## src/rtl/pc_sequencer.sv

```systemverilog
// Instruction fetch/PC sequencer: fetches a word per instruction over a simple
// req/ack memory port, decodes the next-PC source and updates the PC.
//
// state  | meaning
// -------+---------------------------------------------------------------
// IDLE   | waiting for start after reset
// FETCH  | one-cycle setup, pc stable, timeout counter cleared
// WAIT   | imem_req high, waiting for imem_ack (bounded by MEM_TIMEOUT)
// DECODE | ir valid, pc_sel registered from ir[2:0]
// EXEC   | pc loads the selected next-PC
// HALT   | halted; start resumes at pc+1
// FAULT  | memory timeout or illegal state; terminal until reset
module pc_sequencer #(
    parameter logic [31:0] RESET_PC    = 32'd0,
    parameter int unsigned MEM_TIMEOUT = 15
) (
    input  logic        clk,
    input  logic        rst,
    input  logic        start,
    input  logic        imem_ack,
    input  logic [31:0] imem_rdata,
    input  logic [31:0] alu_out,
    input  logic        branch_taken,
    output logic        imem_req,
    output logic [31:0] pc,
    output logic [31:0] ir,
    output logic [1:0]  pc_sel,
    output logic        ir_valid,
    output logic [2:0]  state,
    output logic        halted,
    output logic        fault
);

    typedef enum logic [2:0] {
        S_IDLE   = 3'd0,
        S_FETCH  = 3'd1,
        S_WAIT   = 3'd2,
        S_DECODE = 3'd3,
        S_EXEC   = 3'd4,
        S_HALT   = 3'd5,
        S_FAULT  = 3'd6
    } state_t;

    localparam logic [7:0] TMO_LIMIT = 8'(MEM_TIMEOUT);

    state_t      state_q, state_d;
    logic [31:0] pc_q, pc_d;
    logic [31:0] ir_q, ir_d;
    logic [1:0]  pc_sel_q, pc_sel_d;
    logic [7:0]  tmo_q, tmo_d;
    logic        imem_req_q, imem_req_d;
    logic        ir_valid_q, ir_valid_d;
    logic        halted_q, halted_d;
    logic        fault_q, fault_d;

    logic [31:0] simm;
    logic [31:0] abs_tgt;

    assign simm    = {{16{ir_q[31]}}, ir_q[31:16]};
    assign abs_tgt = {16'h0000, ir_q[31:16]};

    always_comb begin
        state_d    = state_q;
        pc_d       = pc_q;
        ir_d       = ir_q;
        pc_sel_d   = pc_sel_q;
        tmo_d      = tmo_q;
        ir_valid_d = 1'b0;

        case (state_q)
            S_IDLE: begin
                if (start) state_d = S_FETCH;
            end
            S_FETCH: begin
                tmo_d   = 8'd0;
                state_d = S_WAIT;
            end
            S_WAIT: begin
                // An ack in the terminal timeout cycle still completes the fetch.
                if (imem_ack) begin
                    ir_d       = imem_rdata;
                    ir_valid_d = 1'b1;
                    state_d    = S_DECODE;
                end else begin
                    tmo_d = tmo_q + 8'd1;
                    if (tmo_d == TMO_LIMIT) state_d = S_FAULT;
                end
            end
            S_DECODE: begin
                state_d = S_EXEC;
                case (ir_q[2:0])
                    3'b001:  pc_sel_d = branch_taken ? 2'd1 : 2'd0;
                    3'b010:  pc_sel_d = 2'd2;
                    3'b011:  pc_sel_d = 2'd3;
                    3'b111:  state_d  = S_HALT;
                    default: pc_sel_d = 2'd0;
                endcase
            end
            S_EXEC: begin
                state_d = S_FETCH;
                case (pc_sel_q)
                    2'd0:    pc_d = pc_q + 32'd1;
                    2'd1:    pc_d = pc_q + simm;
                    2'd2:    pc_d = alu_out;
                    default: pc_d = abs_tgt;
                endcase
            end
            S_HALT: begin
                if (start) begin
                    pc_d    = pc_q + 32'd1;
                    state_d = S_FETCH;
                end
            end
            S_FAULT: begin
                state_d = S_FAULT;
            end
            default: begin
                state_d = S_FAULT;
            end
        endcase

        // Status outputs are registered off the next state so they align with it.
        imem_req_d = (state_d == S_WAIT);
        halted_d   = (state_d == S_HALT);
        fault_d    = (state_d == S_FAULT);
    end

    always_ff @(posedge clk or negedge rst) begin
        if (!rst) begin
            state_q    <= S_IDLE;
            pc_q       <= RESET_PC;
            ir_q       <= 32'd0;
            pc_sel_q   <= 2'd0;
            tmo_q      <= 8'd0;
            imem_req_q <= 1'b0;
            ir_valid_q <= 1'b0;
            halted_q   <= 1'b0;
            fault_q    <= 1'b0;
        end else begin
            state_q    <= state_d;
            pc_q       <= pc_d;
            ir_q       <= ir_d;
            pc_sel_q   <= pc_sel_d;
            tmo_q      <= tmo_d;
            imem_req_q <= imem_req_d;
            ir_valid_q <= ir_valid_d;
            halted_q   <= halted_d;
            fault_q    <= fault_d;
        end
    end

    assign state    = state_q;
    assign pc       = pc_q;
    assign ir       = ir_q;
    assign pc_sel   = pc_sel_q;
    assign imem_req = imem_req_q;
    assign ir_valid = ir_valid_q;
    assign halted   = halted_q;
    assign fault    = fault_q;

endmodule

```

## config.mk

```make
export PLATFORM = sky130hd
export DESIGN_NAME = pc_sequencer
export DESIGN_NICKNAME = d
export VERILOG_FILES = /design/src/rtl/pc_sequencer.sv
export SDC_FILE = /design/constraint.sdc
export NUM_CORES = 1
export LEC_CHECK = 0
export ABC_AREA = 1
export CAP_MARGIN = 20
export CORE_ASPECT_RATIO = 0.7
export CORE_UTILIZATION = 40
export CTS_BUF_LIST = sky130_fd_sc_hd__clkbuf_16
export DETAILED_ROUTE_END_ITERATION = 10
export DONT_BUFFER_PORTS = 1
export PLACE_DENSITY = 0.63
export RECOVER_POWER = 50
export SLEW_MARGIN = 25
export SYNTH_ARGS = -nofsm -noshare
export SYNTH_HDL_FRONTEND = slang
export SYNTH_SLANG_ARGS = --single-unit
```

## constraint.sdc

```tcl
create_clock -name clk -period 2.22 [get_ports clk]
set_input_delay 0.444 -clock clk [delete_from_list [all_inputs] [get_ports clk]]
set_output_delay 0.444 -clock clk [all_outputs]
set_load 0.005 [all_outputs]
```

# Word-level counts from Yosys, hierarchy flattened
# Index checks and enable logic that the tools add are counted.
# op_classes
n_addsub,3
eq_ne,17
n_mux,14
bitwise,1
n_reduce_logical,9
# ops
cell,n
32-bit case mux with 3 select lines,1
32-bit case mux with 2 select lines,1
"32-bit by 1-bit adder with 32-bit output, second input constant",1
32-bit adder,1
32-bit 2-to-1 mux,1
8-bit case mux with 2 select lines,1
"3-bit by 2-bit equality test with 1-bit output, second input constant",5
"3-bit equality test, second input constant",5
3-bit case mux with 5 select lines,1
3-bit 2-to-1 mux,3
"8-bit by 1-bit adder with 8-bit output, second input constant",1
"8-bit by 4-bit equality test with 1-bit output, second input constant",1
8-bit 2-to-1 mux,1
2-bit case mux with 4 select lines,1
2-bit AND reduction,4
"3-bit by 1-bit equality test with 1-bit output, second input constant",2
1-bit 2-to-1 mux,4
"2-bit != test, second input constant",2
2-bit nonzero test,2
3-bit zero test,1
"2-bit by 1-bit equality test with 1-bit output, second input constant",1
"2-bit equality test, second input constant",1
2-bit zero test,1
2-bit OR reduction,1
1-bit inverter,1
# totals
register_bits,81
input_bits,69
out_inout_bits,73
elab_cells,53

# Depth between registers and ports, before layout
# Gate-level depths: netlist (run 1).
# logic_depth
ltp_word,6
mapped_depth,15
ltp_nobuf,15

# Worst setup path before layout (run 1)
# No wires, ideal clock.
# synth_timing
kind,flip-flop to flip-flop
start,"register pc_q[0], in the netlist pc[0]"
end,"register pc_q[28], in the netlist pc[28]"
setup_time_ns,0.077
arrival_time_ns,1.945
required_ns,2.143
path_slack_ns,0.197
path_stages_with_launch,15
path_buffers,0
synth_period_minus_slack_ns,2.023
cell_sequence,dfrtp_1 -> ha_1 -> inv_1 -> fa_1 -> inv_1 -> nand3_1 -> nand3_1 -> nand3_1 -> nand3_1 -> nand2_1 -> nand3_1 -> nand3_1 -> nand2_1 -> nand2_1 -> a21oi_1
# synth_between
elab_chain_len,3
elab_cells_between_ends,5
cone_classes,add/sub: 2; mux: 3
# synth_lines
item,line,rtl
from (decl),47,"logic [31:0] pc_q, pc_d;"
from (signal assigned),141,pc_q <= pc_d;
32-bit adder or 32-bit by 1-bit adder with 32-bit output (tied branches),"103, 102, 110",
32-bit case mux with 3 select lines or 32-bit 2-to-1 mux (tied branches),"101, 109",
32-bit case mux with 2 select lines (*),70,case (state_q)
# Mark *: on every way between the ends. The rest lies on a longest branch, timed or not. The select of a mux whose other input is x is not followed.
# A chain may end at the register's enable or synchronous reset.

# Worst setup path after layout (run 1)
# layout_timing
start,"register ir_q[31], in the netlist ir[31]"
end,"register pc_q[26], in the netlist pc[26]"
# layout_between
elab_chain_len,3
# layout_lines
item,line,rtl
from (decl),48,"logic [31:0] ir_q, ir_d;"
from (signal assigned),142,ir_q <= ir_d;
32-bit adder,103,2'd1: pc_d = pc_q + simm;
32-bit case mux with 3 select lines,101,case (pc_sel_q)
32-bit case mux with 2 select lines,70,
# No other way between the ends.

==> results of run 1 <==
## sequential cells by signal (all words and copies together) (netlist names)
signal    cells
ir           32
tmo_q         8
state         3
fault         1
pc_sel        2
imem_req      1
ir_valid      1
halted        1
pc           32
## per-stage QoR
stage	hold WS [ns]	cell area, um2
final	-0.214	9660
after floorplan	0.148	7620
after detailed placement	0.153	8580
after CTS	-0.219	8970
after global placement	0.154	8580
after global routing	-0.223	9660
## power by group through the flow
stage / Combinational, W / Clock, W / Sequential (W)
detailed placement: 0.0104 / 0 / 0.00279
floorplan: 0.00631 / 0 / 0.00286
CTS: 0.0106 / 0.00170 / 0.00278
global placement: 0.0103 / 0 / 0.00280
global route: 0.0137 / 0.00175 / 0.00305
finish: 0.0124 / 0.00168 / 0.00300
## worst reg2reg max path: stages (launching register included)
cell and delay [ns]:
dfrtp_2 0.45, buf_12 0.16, ha_4 0.23, nand2_1 0.18, inv_1 0.07, nand2_1 0.06, nand2_1 0.06, inv_1 0.07
nand2_2 0.07, a21oi_2 0.15, nand2_1 0.07, nand2_1 0.08, nand3_2 0.12, nand2_1 0.11, nand2_1 0.07, a21oi_2 0.14
## final cells by class
class	instances	area (um2)
diodes	2	5.00
clock buffers	9	225
clock inverters	7	101
fillers	1827	8660
inverters	219	822
multi-input cells	987	5300
flip-flops and latches	81	2040
well taps	236	295
repair buffers	111	868
## layer usage
metal	global-route usage [%]	wire length, um	vias to the layer above
li1	-	-	4261
met1	44.7	13800	4015
met2	40.5	11500	391
met3	9.48	3590	26
met4	5.79	365	0
met5	0	0	-
## synth_stat cells, types with 4 or more instances
master and count:
or2_2 8, nand2_1 524, xor2_1 16, inv_2 6, nand4_1 8, nor3_1 12, o21ai_0 47, buf_2 12
ha_1 34, nand3_1 114, inv_1 211, xnor2_1 5, dfrtp_1 81, nand3b_1 4, nor2_1 115, nand2_2 5
a21oi_1 50, clkbuf_1 11, nor2_2 5, o22ai_1 6
## logic make-up after synthesis
kind of cell               count (synthesis)  synth area share, %
AOI/OAI and AO/OA                        125                 9.02
adders and majority gates                 35                 5.85
xor gates and xnor gates                  21                 2.41
DFF                                       81                 26.6
and+or+nand+nor                          806                 43.6
buffers and inverters                    246                 12.5
## worst paths after layout
path                                to  slack [ns]  cells after the start     startpoint
worst max-delay path            pc[26]        0.06                     15         ir[31]
worst min-delay path            pc[31]       -0.21                      0            rst
worst max register to register  pc[26]        0.06                     15         ir[31]
worst min register to register   ir[4]        0.50                      2          ir[4]
max in group asynchronous       ir[26]        2.25                      0            rst
min in group clk                 ir[8]        0.21                      2  imem_rdata[8]
## timing repair
item	in CTS	in global routing
pin swaps	0	23
resized for setup	18	133
endpoints found under the hold margin	81	81
cloned	0	0
buffers inserted	0	10
endpoints found under the setup margin	12	28
==> results.yml, run 1 <==
power_and_ir_drop:
  power_switching_w: 0.00901
  ir_drop_v: 0.000655
  power.density_mw_per_mm2: 1770
  p_sw_share_pct: 52.8
  intPower_w: 0.00807
  leakage_nw: 5.15
  pwr-share-comb_pct: 72.6
  seq_power_share_pct: 17.6
  pwr-share-clk_pct: 9.8
  power_w: 0.0171
grt:
  gr-total-overflow: 0
  grt_pass1_wl_um: 44700
  grt_pass1_vias: 8018
  grt_usage_pct: 29.6
  grt_max_degree: 82
  antenna_found_initial: 2
placed_design:
  place_ws_ns: -0.0808
  placed_cells: 1624
  dp_hpwl_um: 23000
  gp_congestion: 0.963
  place.port_buffers: 0
critical_path:
  arrival_ns: 2.45
  path_cells: "buf_12 -> ha_4 -> nand2_1 -> inv_1 -> nand2_1 -> nand2_1 -> inv_1 -> nand2_2 -> a21oi_2 -> nand2_1 -> nand2_1 -> nand3_2 -> nand2_1 -> nand2_1 -> a21oi_2"
  crit_required_ns: 2.50
  crit_path_top_delay_cell: "dfrtp_2"
  timing.critical_path.buf_inv: 3
  crit_top_cell: "nand2_1"
  critPathTopFamily: "simple AND/OR/NAND/NOR gates"
  critPathCaptureType: "flip-flop"
  slowest_delay_ns: 0.45
  cp-start-kind: "flip-flop"
  crit_fanout: 5
  criticalPathCategory: "flip-flop to flip-flop"
floorplanning:
  die_x_um: 167
  die_area_mm2: 0.0196
  initial_utilization_pct: 41.6
  io_pins: 142
  num_rows: 41
  fp.dieH_um: 117
  coreArea_mm2: 0.0183
sta:
  max_slew.worst_pin.slew_ns: 0.806
  whs_ns: -0.214
  fin_crit_sh_pct: 97.5
  skew_ns: 0.00588
  rsz0062_at_grt: "true"
  hold_viol_final: 81
  fin_tns_setup_ns: 0
  setup_viol: 0
  layout_min_cycle_time_ns: 2.16
  slew_viol_final: 0
  relSlewSlack_pct: 46.3
  max_freq_ghz: 0.462
  setup_ws_ns: 0.0552
status:
  outcome: "complete, but fails checks"
  violations: "negative hold slack"
clock_network:
  clkTransAtPathRegs_ns: 0.07
  cts_sinks: 81
  root_buffer: "clkbuf_16"
  cts_buffers: 9
  clockBufferDepth: 2
  h-tree-depth: 3
  clkLatencyLatePin_ns: 0.35
  cts_tree: "done"
synth:
  synth_top_area_share_pct: 26.6
  yosysSeqAreaShare_pct: 26.6
  synth_edf_count: 0
  yosys_warnings: 0
  synthTopCellsByArea: "dfrtp_1 (27%), nand2_1 (26%), inv_1 (10%), nand3_1 (7.5%), nor2_1 (5.7%)"
  ys_types: 42
  yosysTopAreaCell: "dfrtp_1"
  ys_ff_latch: 81
  async_reset_ff_share_pct: 100
  synth_nets: 1418
  synth_ff_type: "dfrtp_1"
  syn_area_mm2: 0.00762
  netlist_instances: 1314
  avgSynthCellArea_um2: 5.80
route:
  detail_route.vias_per_cell: 5.26
  dr.pass1.iters: 5
  ant_nets: 0
  vias: 8693
  route.detailed.wl_per_inst_um: 17.7
  drc_errors: 0
  wl_um: 29200
  drt-initial-drc-count: 841
layout:
  final_common_cell: "nand2_1"
  fin_cells: 1652
  area_growth_pct: 26.8
  final_cell_mix: "nand2_1 (496), inv_1 (208), nand3_1 (101), buf_4 (100), nor2_1 (95)"
  fin_util_pct: 52.7
  drive_gt1_share_pct: 19.7
  finalNetCount: 1513
worst_hold_path:
  hold_path_class: "input port to async pin"
flow_run:
  maxCapViolCount: 0
(Power assumes the default switching activity.)
==> inputs of run 2 (changes only) <==
==> constraint.sdc (replaced) <==
create_clock -name clk -period 2.22 [get_ports clk]
set_input_delay 0.444 -clock clk [delete_from_list [all_inputs] [get_ports clk]]
set_output_delay 0.444 -clock clk [all_outputs]
set_load 0.05 [all_outputs]
==> run 2 against run 1 <==
The flow finishes with violations (negative hold slack, negative setup slack). Design area grew 3.7%. Highest routed layer unchanged. Clock-buffer cell count is the same. Die area is the same. Setup slack lost 0.11 ns. Critical path type unchanged. Non-clock buffer count grew 46. Via count grew 0.79%. Global-route usage grew 1.2 points. Critical path depth is the same. Utilization grew 1.9 points. First-iteration DRC count grew 25%. Clock skew grew 0.00069 ns.
==> results.yml, run 2 (synthesized netlist as in run 1, its figures left out) <==
status:
  outcome: "complete, but fails checks"
  violations: "negative hold slack, negative setup slack"
sta:
  whs_ns: -0.222
  skew_ns: 0.00658
  slew_viol_final: 0
  setup_ws_ns: -0.0541
  max_freq_ghz: 0.440
  rsz0062_at_grt: "true"
  max_slew.worst_pin.slew_ns: 0.950
  fin_crit_sh_pct: 102
  layout_min_cycle_time_ns: 2.27
  relSlewSlack_pct: 36.6
  setup_viol: 2
  hold_viol_final: 81
clock_network:
  h-tree-depth: 3
  cts_sinks: 81
  cts_buffers: 9
  clkLatencyLatePin_ns: 0.36
  root_buffer: "clkbuf_16"
  cts_tree: "done"
  clockBufferDepth: 2
  clkTransAtPathRegs_ns: 0.07
route:
  ant_nets: 0
  drc_errors: 0
  detail_route.vias_per_cell: 5.16
  dr.pass1.iters: 5
  drt-initial-drc-count: 1053
  route.detailed.wl_per_inst_um: 18.0
  wl_um: 30500
  vias: 8762
grt:
  gr-total-overflow: 0
  grt_usage_pct: 30.8
  grt_pass1_vias: 7867
  grt_max_degree: 82
  grt_pass1_wl_um: 45600
  antenna_found_initial: 1
critical_path:
  critPathCaptureType: "flip-flop"
  crit_fanout: 8
  path_cells: "buf_12 -> ha_4 -> nand2_1 -> nand2_1 -> nand2_1 -> nand2_1 -> nand2_1 -> nand2_2 -> a21oi_4 -> nand2_1 -> nand2_1 -> nand3_2 -> nand2_1 -> nand2_1 -> a21oi_2"
  crit_path_top_delay_cell: "dfrtp_4"
  critPathTopFamily: "simple AND/OR/NAND/NOR gates"
  cp-start-kind: "flip-flop"
  crit_required_ns: 2.49
  arrival_ns: 2.55
  slowest_delay_ns: 0.58
  timing.critical_path.buf_inv: 1
  criticalPathCategory: "flip-flop to flip-flop"
  crit_top_cell: "nand2_1"
flow_run:
  maxCapViolCount: 0
layout:
  fin_util_pct: 54.7
  drive_gt1_share_pct: 23.0
  final_cell_mix: "nand2_1 (493), inv_1 (206), buf_4 (139), nand3_1 (97), nor2_1 (95)"
  area.sequential_mm2: 0.00204
  final_common_cell: "nand2_1"
  fillers: 1832
  multiInputGateArea_mm2: 0.00537
  finalNetCount: 1559
  area_growth_pct: 31.4
floorplanning:
  io_pins: 142
  initial_utilization_pct: 41.6
  coreArea_mm2: 0.0183
  num_rows: 41
  fp.dieH_um: 117
  die_x_um: 167
  die_area_mm2: 0.0196
placed_design:
  dp_hpwl_um: 24100
  gp_congestion: 0.997
  place.port_buffers: 0
worst_hold_path:
  hold_path_class: "input port to async pin"
[run 2: cell types whose count changed in the layout (fill, tap and decap cells not counted), moves of 4 or more]
| cell | before | now |
|---|---|---|
| buf_4 | 100 | 139 |
| dfrtp_1 | 74 | 70 |
| buf_6 | 1 | 7 |
| clkbuf_1 | 5 | 9 |
| nand3_1 | 101 | 97 |
[run 2: worst paths after layout]
kind / cells after the start / startpoint / end / slack (ns)
worst max-delay path: 15 / ir[31] / pc[25] / -0.05
worst min-delay path: 0 / rst / pc[26] / -0.22
worst max register to register: 15 / ir[31] / pc[25] / -0.05
worst min register to register: 2 / tmo_q[7] / tmo_q[7] / 0.58
max in group asynchronous: 0 / rst / pc[2] / 2.24
min in group clk: 2 / imem_rdata[4] / ir[4] / 0.20
[run 2: cell type report]
type | instances | share of cell area, %
diodes | 1 | 0.0250
clock buffers | 9 | 2.25
clock inverters | 7 | 0.600
inverters | 219 | 8.21
multi-input cells | 987 | 53.6
flip-flops and latches | 81 | 20.4
well taps | 236 | 2.95
repair buffers | 157 | 11.9
[run 2: per-stage QoR]
step / std cells / hold slack, ns / area (um2) / TNS [ns] / setup slack, ns
2_1_floorplan: 1314 / 0.148 / 7620 / 0 / 0.0451
3_3_place_gp: 1674 / 0.153 / 8930 / -0.299 / -0.174
3_5_place_dp: 1674 / 0.152 / 8930 / -0.346 / -0.155
4_1_cts: 1694 / -0.231 / 9460 / -0.0182 / -0.0182
5_1_grt: 1697 / -0.235 / 10000 / -1.05 / -0.145
6_report: 1697 / -0.222 / 10000 / -0.0718 / -0.0541
[run 2: timing repair]
item / 4_1_cts / 5_1_grt
endpoints found under the hold margin: 81 / 81
endpoints found under the setup margin: 10 / 27
gates resized for setup: 32 / 132
setup buffers: 4 / 2
pin swaps: 1 / 32
[run 2: routing by layer]
metal / wire length, um / up-vias / track usage, %
li1: - / 4351 / -
met1: 14600 / 3991 / 46.8
met2: 11900 / 394 / 40.5
met3: 3600 / 26 / 10.3
met4: 396 / 0 / 7.70
met5: 0 / - / 1.02
Power of run 2 is not shown: default switching activity piles up to over one toggle a cycle in this logic, so the estimate is an artifact.
==> inputs of run 3 (changes only) <==
--- a/config.mk
+++ b/config.mk
@@ -8,11 +8,11 @@
 export ABC_AREA = 1
 export CAP_MARGIN = 20
 export CORE_ASPECT_RATIO = 0.7
-export CORE_UTILIZATION = 40
+export CORE_UTILIZATION = 25
 export CTS_BUF_LIST = sky130_fd_sc_hd__clkbuf_16
 export DETAILED_ROUTE_END_ITERATION = 10
 export DONT_BUFFER_PORTS = 1
-export PLACE_DENSITY = 0.63
+export PLACE_DENSITY = 0.47
 export RECOVER_POWER = 50
 export SLEW_MARGIN = 25
 export SYNTH_ARGS = -nofsm -noshare
==> run 3 against run 2 <==
The run ends with negative hold slack left. Via count shrank 0.48%. First-iteration DRC count shrank 25%. Clock-buffer cell count is the same. Sequential share of layout area shrank 0.81 points. Setup slack gained 0.088 ns. Non-clock buffer count shrank 8. Wire length grew 11%. Flip-flop and latch count is the same. Utilization shrank 20 points. Hold slack is essentially flat.
==> results.yml, run 3 (synthesized netlist as in run 1, its figures left out) <==
route:
  drt-initial-drc-count: 794
  wl_um: 33800
  vias: 8720
  dr.pass1.iters: 5
  route.detailed.wl_per_inst_um: 18.1
  detail_route.vias_per_cell: 4.68
  drc_errors: 0
  ant_nets: 0
clock_network:
  h-tree-depth: 3
  clkLatencyLatePin_ns: 0.35
  clockBufferDepth: 2
  clkTransAtPathRegs_ns: 0.07
  cts_sinks: 81
  cts_tree: "done"
  root_buffer: "clkbuf_16"
  cts_buffers: 9
sta:
  setup_viol: 0
  layout_min_cycle_time_ns: 2.19
  max_slew.worst_pin.slew_ns: 0.857
  skew_ns: 0.0141
  relSlewSlack_pct: 42.8
  rsz0062_at_grt: "true"
  hold_viol_final: 81
  slew_viol_final: 0
  max_freq_ghz: 0.457
  fin_crit_sh_pct: 98.5
  whs_ns: -0.221
  setup_ws_ns: 0.0334
critical_path:
  crit_fanout: 5
  crit_required_ns: 2.50
  critPathCaptureType: "flip-flop"
  criticalPathCategory: "flip-flop to flip-flop"
  cp-start-kind: "flip-flop"
  regToRegSetupSlack_ns: 0.03
  arrival_ns: 2.46
status:
  outcome: "complete, but fails checks"
  violations: "negative hold slack"
placed_design:
  gp_congestion: 0.934
  dpl_cell_area_mm2: 0.00909
  place_ws_ns: -0.132
  dp_hpwl_um: 27000
  placed_cells: 1838
  place.port_buffers: 0
layout:
  finalNetCount: 1551
  fin_util_pct: 34.9
  final_cell_mix: "nand2_1 (484), inv_1 (204), buf_4 (131), nor2_1 (92), nand3_1 (92)"
  drive_gt1_share_pct: 25.4
  area_growth_pct: 37.2
  fin_cells: 1865
  fillers: 3346
  final_common_cell: "nand2_1"
  fin_area_mm2: 0.0105
floorplanning:
  die_x_um: 211
  coreArea_mm2: 0.0300
  num_rows: 53
  io_pins: 142
  fp.dieH_um: 148
  initial_utilization_pct: 25.4
  die_area_mm2: 0.0312
grt:
  grt_pass1_vias: 8125
  antenna_found_initial: 2
  grt_usage_pct: 21.5
  grt_max_degree: 82
  gr-total-overflow: 0
  grt_pass1_wl_um: 49900
worst_hold_path:
  hold_path_class: "input port to async pin"
flow_run:
  maxCapViolCount: 0
[run 3: cell count changes in the layout (fill, tap and decap cells not counted), moves of 4 or more]
cell | before | now
nor2_4 | 6 | 10
buf_6 | 7 | 11
nand2_4 | 4 | 8
buf_4 | 139 | 131
dfrtp_2 | 10 | 17
dfrtp_1 | 70 | 64
nand2_1 | 493 | 484
clkbuf_1 | 9 | 2
a21oi_2 | 19 | 26
nand3_1 | 97 | 92
nand3_2 | 17 | 23
nand2_2 | 32 | 37
a21oi_1 | 31 | 25
[run 3: critical path, cell delays in order (launching register included)]
cell and delay (ns):
dfrtp_2 0.47, buf_12 0.17, ha_4 0.28, buf_4 0.12, nand2_2 0.08, buf_4 0.15
nor2_4 0.09, nand2_2 0.07, inv_1 0.06, a21oi_2 0.05, buf_4 0.13, nand3_2 0.05
nand3_2 0.08, nand2_1 0.09, nand2_1 0.06, a21oi_2 0.16
[run 3: area by class of cell]
class	count	area [um2]	area share, %
antenna	1	2.50	0.0239
sequential	81	2050	19.6
inverter	219	822	7.86
clock inverter	7	114	1.09
timing repair buffer	149	1200	11.5
multi-input combinational	987	5520	52.8
tap	412	515	4.93
clock buffer	9	225	2.15
[run 3: routing by layer]
metal / track usage [%] / share of wire, % / vias to the layer above
met5: 0 / 0 / -
li1: - / - / 4352
met3: 4.44 / 7.6 / 34
met2: 30.6 / 40 / 311
met4: 5.62 / 2.1 / 0
met1: 32.4 / 50 / 4023
[run 3: worst paths after layout]
| kind | from | end | cells after the start |
|---|---|---|---|
| max | ir[31] | pc[28] | 15 |
| min | rst | pc[23] | 0 |
| max reg2reg | ir[31] | pc[28] | 15 |
| min reg2reg | tmo_q[7] | tmo_q[7] | 2 |
| max in group asynchronous | rst | ir[26] | 0 |
| min in group clk | imem_rdata[15] | ir[15] | 2 |
[run 3: repair_timing]
item	in CTS	in global routing
cloned	0	1
hold endpoints to repair	81	81
setup buffers	2	7
pin swaps	1	47
gates resized for setup	33	184
endpoints found under the setup margin	17	28
[run 3: through the flow]
step	hold WS, ns	setup TNS [ns]
final	-0.221	0
after global routing	-0.231	-0.530
after floorplan	0.148	0
after detailed placement	0.150	-0.735
after CTS	-0.227	-0.00459
after global placement	0.150	-0.740
Power of run 3 is left out for the same reason.
